--- src/rtl/multicycle_control_fsm.sv ---
// Moore sequencer for the multi-cycle RV32I datapath: one ALU, one memory port.
// Optional macro ILLEGAL_OP_TRAP_EN adds an ERROR trap state and the illegal_op output.
module multicycle_control_fsm #(
  parameter int MAX_WAIT = 15
) (
  input  logic       clk,
  input  logic       rst,
  input  logic [6:0] Op,
  input  logic [2:0] funct3,
  input  logic [6:0] funct7,
  input  logic       Zero,
  input  logic       mem_ready,
  output logic       PCWrite,
  output logic       AdrSrc,
  output logic       MemWrite,
  output logic       IRWrite,
  output logic       RegWrite,
  output logic [1:0] ResultSrc,
  output logic [1:0] ALUSrcA,
  output logic [1:0] ALUSrcB,
  output logic [1:0] ImmSrc,
  output logic [2:0] ALUControl,
  output logic       mem_timeout,
`ifdef ILLEGAL_OP_TRAP_EN
  output logic       illegal_op,
`endif
  output logic [3:0] state_dbg
);

  localparam logic [6:0] OP_LW  = 7'b0000011;
  localparam logic [6:0] OP_SW  = 7'b0100011;
  localparam logic [6:0] OP_R   = 7'b0110011;
  localparam logic [6:0] OP_I   = 7'b0010011;
  localparam logic [6:0] OP_BEQ = 7'b1100011;
  localparam logic [6:0] OP_JAL = 7'b1101111;
  localparam logic [7:0] LP_MAX = 8'(MAX_WAIT);

  typedef enum logic [3:0] {
    S_RESET    = 4'd0,
    S_FETCH    = 4'd1,
    S_DECODE   = 4'd2,
    S_MEMADR   = 4'd3,
    S_MEMREAD  = 4'd4,
    S_MEMWB    = 4'd5,
    S_MEMWRITE = 4'd6,
    S_EXECR    = 4'd7,
    S_EXECI    = 4'd8,
    S_ALUWB    = 4'd9,
    S_BEQ      = 4'd10,
`ifdef ILLEGAL_OP_TRAP_EN
    S_JAL      = 4'd11,
    S_ERROR    = 4'd12
`else
    S_JAL      = 4'd11
`endif
  } state_t;

  state_t     r_state, w_next;
  logic [1:0] w_aluop;
  logic [7:0] r_wait_cnt;
  logic       r_timeout;
  logic       w_stall;

  always_ff @(posedge clk) begin
    if (rst) r_state <= S_RESET;
    else     r_state <= w_next;
  end

  // Only the three memory-facing states can stall on mem_ready.
  assign w_stall = ((r_state == S_FETCH) || (r_state == S_MEMREAD) ||
                    (r_state == S_MEMWRITE)) && !mem_ready;

  always_ff @(posedge clk) begin
    if (rst) begin
      r_wait_cnt <= 8'd0;
      r_timeout  <= 1'b0;
    end else if (w_stall) begin
      if (r_wait_cnt < LP_MAX)          r_wait_cnt <= r_wait_cnt + 8'd1;
      if (r_wait_cnt >= LP_MAX - 8'd1)  r_timeout  <= 1'b1;
    end else begin
      r_wait_cnt <= 8'd0;
    end
  end

  always_comb begin
    w_next     = r_state;
    w_aluop    = 2'b00;
    PCWrite    = 1'b0;
    AdrSrc     = 1'b0;
    MemWrite   = 1'b0;
    IRWrite    = 1'b0;
    RegWrite   = 1'b0;
    ResultSrc  = 2'b00;
    ALUSrcA    = 2'b00;
    ALUSrcB    = 2'b00;
    ImmSrc     = 2'b00;
    ALUControl = 3'b000;

    if (r_state != S_RESET) begin
      case (Op)
        OP_SW:   ImmSrc = 2'b01;
        OP_BEQ:  ImmSrc = 2'b10;
        OP_JAL:  ImmSrc = 2'b11;
        default: ImmSrc = 2'b00;
      endcase
    end

    case (r_state)
      S_RESET: w_next = S_FETCH;
      S_FETCH: begin
        ALUSrcB   = 2'b10;
        ResultSrc = 2'b10;
        IRWrite   = mem_ready;
        PCWrite   = mem_ready;
        if (mem_ready) w_next = S_DECODE;
      end
      S_DECODE: begin
        ALUSrcA = 2'b01;
        ALUSrcB = 2'b01;
        case (Op)
          OP_LW, OP_SW: w_next = S_MEMADR;
          OP_R:         w_next = S_EXECR;
          OP_I:         w_next = S_EXECI;
          OP_BEQ:       w_next = S_BEQ;
          OP_JAL:       w_next = S_JAL;
`ifdef ILLEGAL_OP_TRAP_EN
          default:      w_next = S_ERROR;
`else
          default:      w_next = S_FETCH;
`endif
        endcase
      end
      S_MEMADR: begin
        ALUSrcA = 2'b10;
        ALUSrcB = 2'b01;
        if (Op == OP_LW)      w_next = S_MEMREAD;
        else if (Op == OP_SW) w_next = S_MEMWRITE;
        else                  w_next = S_FETCH;
      end
      S_MEMREAD: begin
        AdrSrc = 1'b1;
        if (mem_ready) w_next = S_MEMWB;
      end
      S_MEMWB: begin
        ResultSrc = 2'b01;
        RegWrite  = 1'b1;
        w_next    = S_FETCH;
      end
      S_MEMWRITE: begin
        AdrSrc   = 1'b1;
        MemWrite = 1'b1;
        if (mem_ready) w_next = S_FETCH;
      end
      S_EXECR: begin
        ALUSrcA = 2'b10;
        w_aluop = 2'b10;
        w_next  = S_ALUWB;
      end
      S_EXECI: begin
        ALUSrcA = 2'b10;
        ALUSrcB = 2'b01;
        w_aluop = 2'b10;
        w_next  = S_ALUWB;
      end
      S_ALUWB: begin
        RegWrite = 1'b1;
        w_next   = S_FETCH;
      end
      S_BEQ: begin
        ALUSrcA = 2'b10;
        w_aluop = 2'b01;
        PCWrite = Zero;
        w_next  = S_FETCH;
      end
      S_JAL: begin
        ALUSrcA = 2'b01;
        ALUSrcB = 2'b10;
        PCWrite = 1'b1;
        w_next  = S_ALUWB;
      end
`ifdef ILLEGAL_OP_TRAP_EN
      S_ERROR: w_next = S_ERROR;
`endif
      default: w_next = S_FETCH;
    endcase

    // Immediate-form ops never subtract: Op[5] separates addi from sub.
    case (w_aluop)
      2'b01: ALUControl = 3'b001;
      2'b10: begin
        case (funct3)
          3'b000:  ALUControl = (Op[5] && funct7[5]) ? 3'b001 : 3'b000;
          3'b010:  ALUControl = 3'b101;
          3'b110:  ALUControl = 3'b011;
          3'b111:  ALUControl = 3'b010;
          default: ALUControl = 3'b000;
        endcase
      end
      default: ALUControl = 3'b000;
    endcase
  end

  assign mem_timeout = r_timeout;
  assign state_dbg   = r_state;
`ifdef ILLEGAL_OP_TRAP_EN
  assign illegal_op  = (r_state == S_ERROR);
`endif

endmodule

--- config.mk ---
export PLATFORM = sky130hd
export DESIGN_NAME = multicycle_control_fsm
export DESIGN_NICKNAME = d
export VERILOG_FILES = /design/src/rtl/multicycle_control_fsm.sv
export SDC_FILE = /design/constraint.sdc
export NUM_CORES = 1
export LEC_CHECK = 0
export ABC_AREA = 1
export BUFFER_PORTS_ARGS = -buffer_cell sky130_fd_sc_hd__buf_4
export CORE_MARGIN = 2
export CORE_UTILIZATION = 50
export CTS_CLUSTER_SIZE = 16
export DETAILED_ROUTE_END_ITERATION = 12
export PLACE_DENSITY = 0.88
export SYNTH_ARGS = -nofsm -noshare
export SYNTH_HDL_FRONTEND = slang
export SYNTH_SLANG_ARGS = --single-unit
--- constraint.sdc ---
create_clock -name clk -period 2.7 [get_ports clk]
set_input_delay 0.405 -clock clk [delete_from_list [all_inputs] [get_ports clk]]
set_output_delay 0.405 -clock clk [all_outputs]
set_load 0.1 [all_outputs]
==> results.txt <==
Synth top area cells - dfxtp_1 27%, nand2_1 18%, nor2_1 13%
FFs w/ async S/R, synth - 0
Cts repair resizes - 0
Antenna Nets Post-Route - 0
Routed via count - 1,172
Drt pass-1 iters - 4
Buffers on Ports - 35
Multi-input logic area - 603 um2
Post-CTS setup buffer count - 0
CP Data Arrival Time - 2090 ps
Vias in the first global route - 1,046
Max Clk Rate - 0.401 GHz
Slew at the pin with the worst max-slew slack - 328 ps
Post-Syn Instances - 166
Worst rel slew slack - 0.780
CP Capture Type - output port
GR Overflow Total - 0
Critical path class - flop to output port
DP HPWL - 2110 um
Worst path buffer plus inverter count - 3
Cell repeated most along the worst path - nor2_1
Diodes inserted - 0
Clk slew on worst S/H paths - 80 ps
Die area - 2270 um2
FF/Latch Area - 275 um2
NumNets Final - 231
FP Rows - 15
Post-Place Cells - 226
Synth top area share - 0.273
CTS Sinks - 13
Ys Warns - 0
Hold Violations, Final - 0
CTS tree - done
Area leader, netlist - dfxtp_1
Ports - 42
Min Tclk post-route - 2490 ps
Syn_area_per_cell - 5.74 um2
Number of synthesized flops with an enable pin - 0
Syn_nets - 191
Hold-fix buffers, CTS - 0
Seq/Total Area, Yosys - 0.273
Initial antenna violation count - 0
HP Class - input pin to flop
DIE WIDTH - 47.6 um
Worst path slowest cell - dfxtp_4
Top-count cell post-synth - nand2_1
Critical Path Source Type - flop
Layout cell share with drive strength beyond 1 - 0.278
Critical Path Fanout Max - 8
Clock Skew - 1.49 ps
Total CTS buffers - 3
Lkg Pwr - 0.697 nW
Initial Util - 0.540
Root Buffer - clkbuf_4
Fin Setup TNS - 0 ps
Final Cycle Share - 0.923
Fillers - 158
Crit-path max cell delay - 380 ps
Core area - 1760 um2
Max-Cap Viols - 0
Synthesis-stage register bit count - 13
Largest net degree at the start of global routing - 9
CTS HTree Levels - 1
Worst VDD drop - 0.276 mV
Outcome - complete, no violations
DRC - 0
Vias per inst - 5.10
Chip height - 47.6 um
Power per cell area - 394 nW/um2
Final setup violation count - 0
1st-iter DRT viols - 31
Area delta synth->final - 38.9%
Clock Latency Late Sink - 280 ps
Post-Syn Area - 952 um2
Total global-route track usage - 0.257
Routed wire length - 2550 um
Unrepaired setup endpoints after global routing - no
CP required - 2300 ps
Non-Filler Instances - 230
Yosys cell types - 21
Post-synth top flop - dfxtp_1
Clock Path Buffers - 2
Wire per inst - 11.1 um
Critical Path, Cell by Cell - nor2_1, inv_1, nor2_1, nor2_2, inv_1, ha_1, nand2_1, nor2_1, nor2_1, a21oi_2, buf_4
CP delay by family, top - simple AND/OR/NAND/NOR gates
Max-slew violation count - 0
Post-synth top cells - 46 x nand2_1, 34 x nor2_1, 32 x inv_1
Global-route wire length before repair - 4110 um
Worst hold slack - 304 ps
GPL Wtd Cong - 0.861
[area by class of cell]
class                   count  area share
repair buffers             35       0.199
flip-flops and latches     13       0.208
inverters                  33      0.0937
multi-input cells         120       0.456
well taps                  25      0.0237
clock buffers               4      0.0199
[flip-flops by register name, summed over array words and instances (netlist names)]
| register | flops |
|---|---|
| state_dbg | 4 |
| mem_timeout | 1 |
| r_wait_cnt | 8 |
[where the power goes]
group	leakage [nW]	switching (mW)	total [mW]	internal, mW
sequential	0.108	0.00779	0.202	0.194
clock	0.0150	0.0676	0.125	0.0575
combinational	0.574	0.146	0.195	0.0483
total	0.697	0.222	0.521	0.300
[routing by layer]
metal,global-route usage,vias to the layer above,wire (um)
li1,-,595,-
met1,0.252,520,1010
met2,0.508,50,1330
met3,0.0528,7,175
met4,0.114,0,37
met5,0,-,0
[path summary, 6_finish.rpt]
| path | start | end | slack, ps | depth (start not counted) |
|---|---|---|---|---|
| setup / recovery | state_dbg[0] | ALUControl[0] | 210 | 11 |
| hold reg to reg | r_wait_cnt[5] | r_wait_cnt[5] | 440 | 2 |
| setup reg to reg | state_dbg[3] | r_wait_cnt[2] | 1250 | 7 |
| hold / removal | rst | state_dbg[3] | 300 | 2 |
[cells in the final DEF (no fill, tap or decap), types with 2 or more instances in the layout]
cell type  count
buf_4         35
ha_1           4
clkbuf_4       3
nand3_1        4
nor2_1        31
nor2_2         4
dfxtp_1        9
nor2_4         2
a21oi_2        4
inv_1         32
nand2_1       46
o21ai_1        2
o21ai_0        3
dfxtp_4        4
nand2_2        2
nand4_1        6
a21oi_1        6
[cell families (layout without fill, tap and decap cells)]
logic type                 Yosys count  in the layout  share of synthesized area
and+or+nand+nor                     98             98                      0.434
buffers and inverters               33             72                      0.130
AOI/OAI and AO/OA                   18             18                      0.110
DFF                                 13             13                      0.273
adders and majority gates            4              4                     0.0526
[metrics by stage]
step | setup slack [ps] | util | area (um2) | total power, mW
final | 207 | 0.750 | 1320 | 0.521
after global routing | 72.0 | 0.750 | 1320 | 0.542
after CTS | 214 | 0.750 | 1320 | 0.521
after detailed placement | 543 | 0.735 | 1300 | 0.400
after global placement | 603 | 0.735 | 1300 | 0.395
after floorplan | -88.2 | - | 1000 | 0.348
Note: power is estimated with default switching activity, not from simulation.
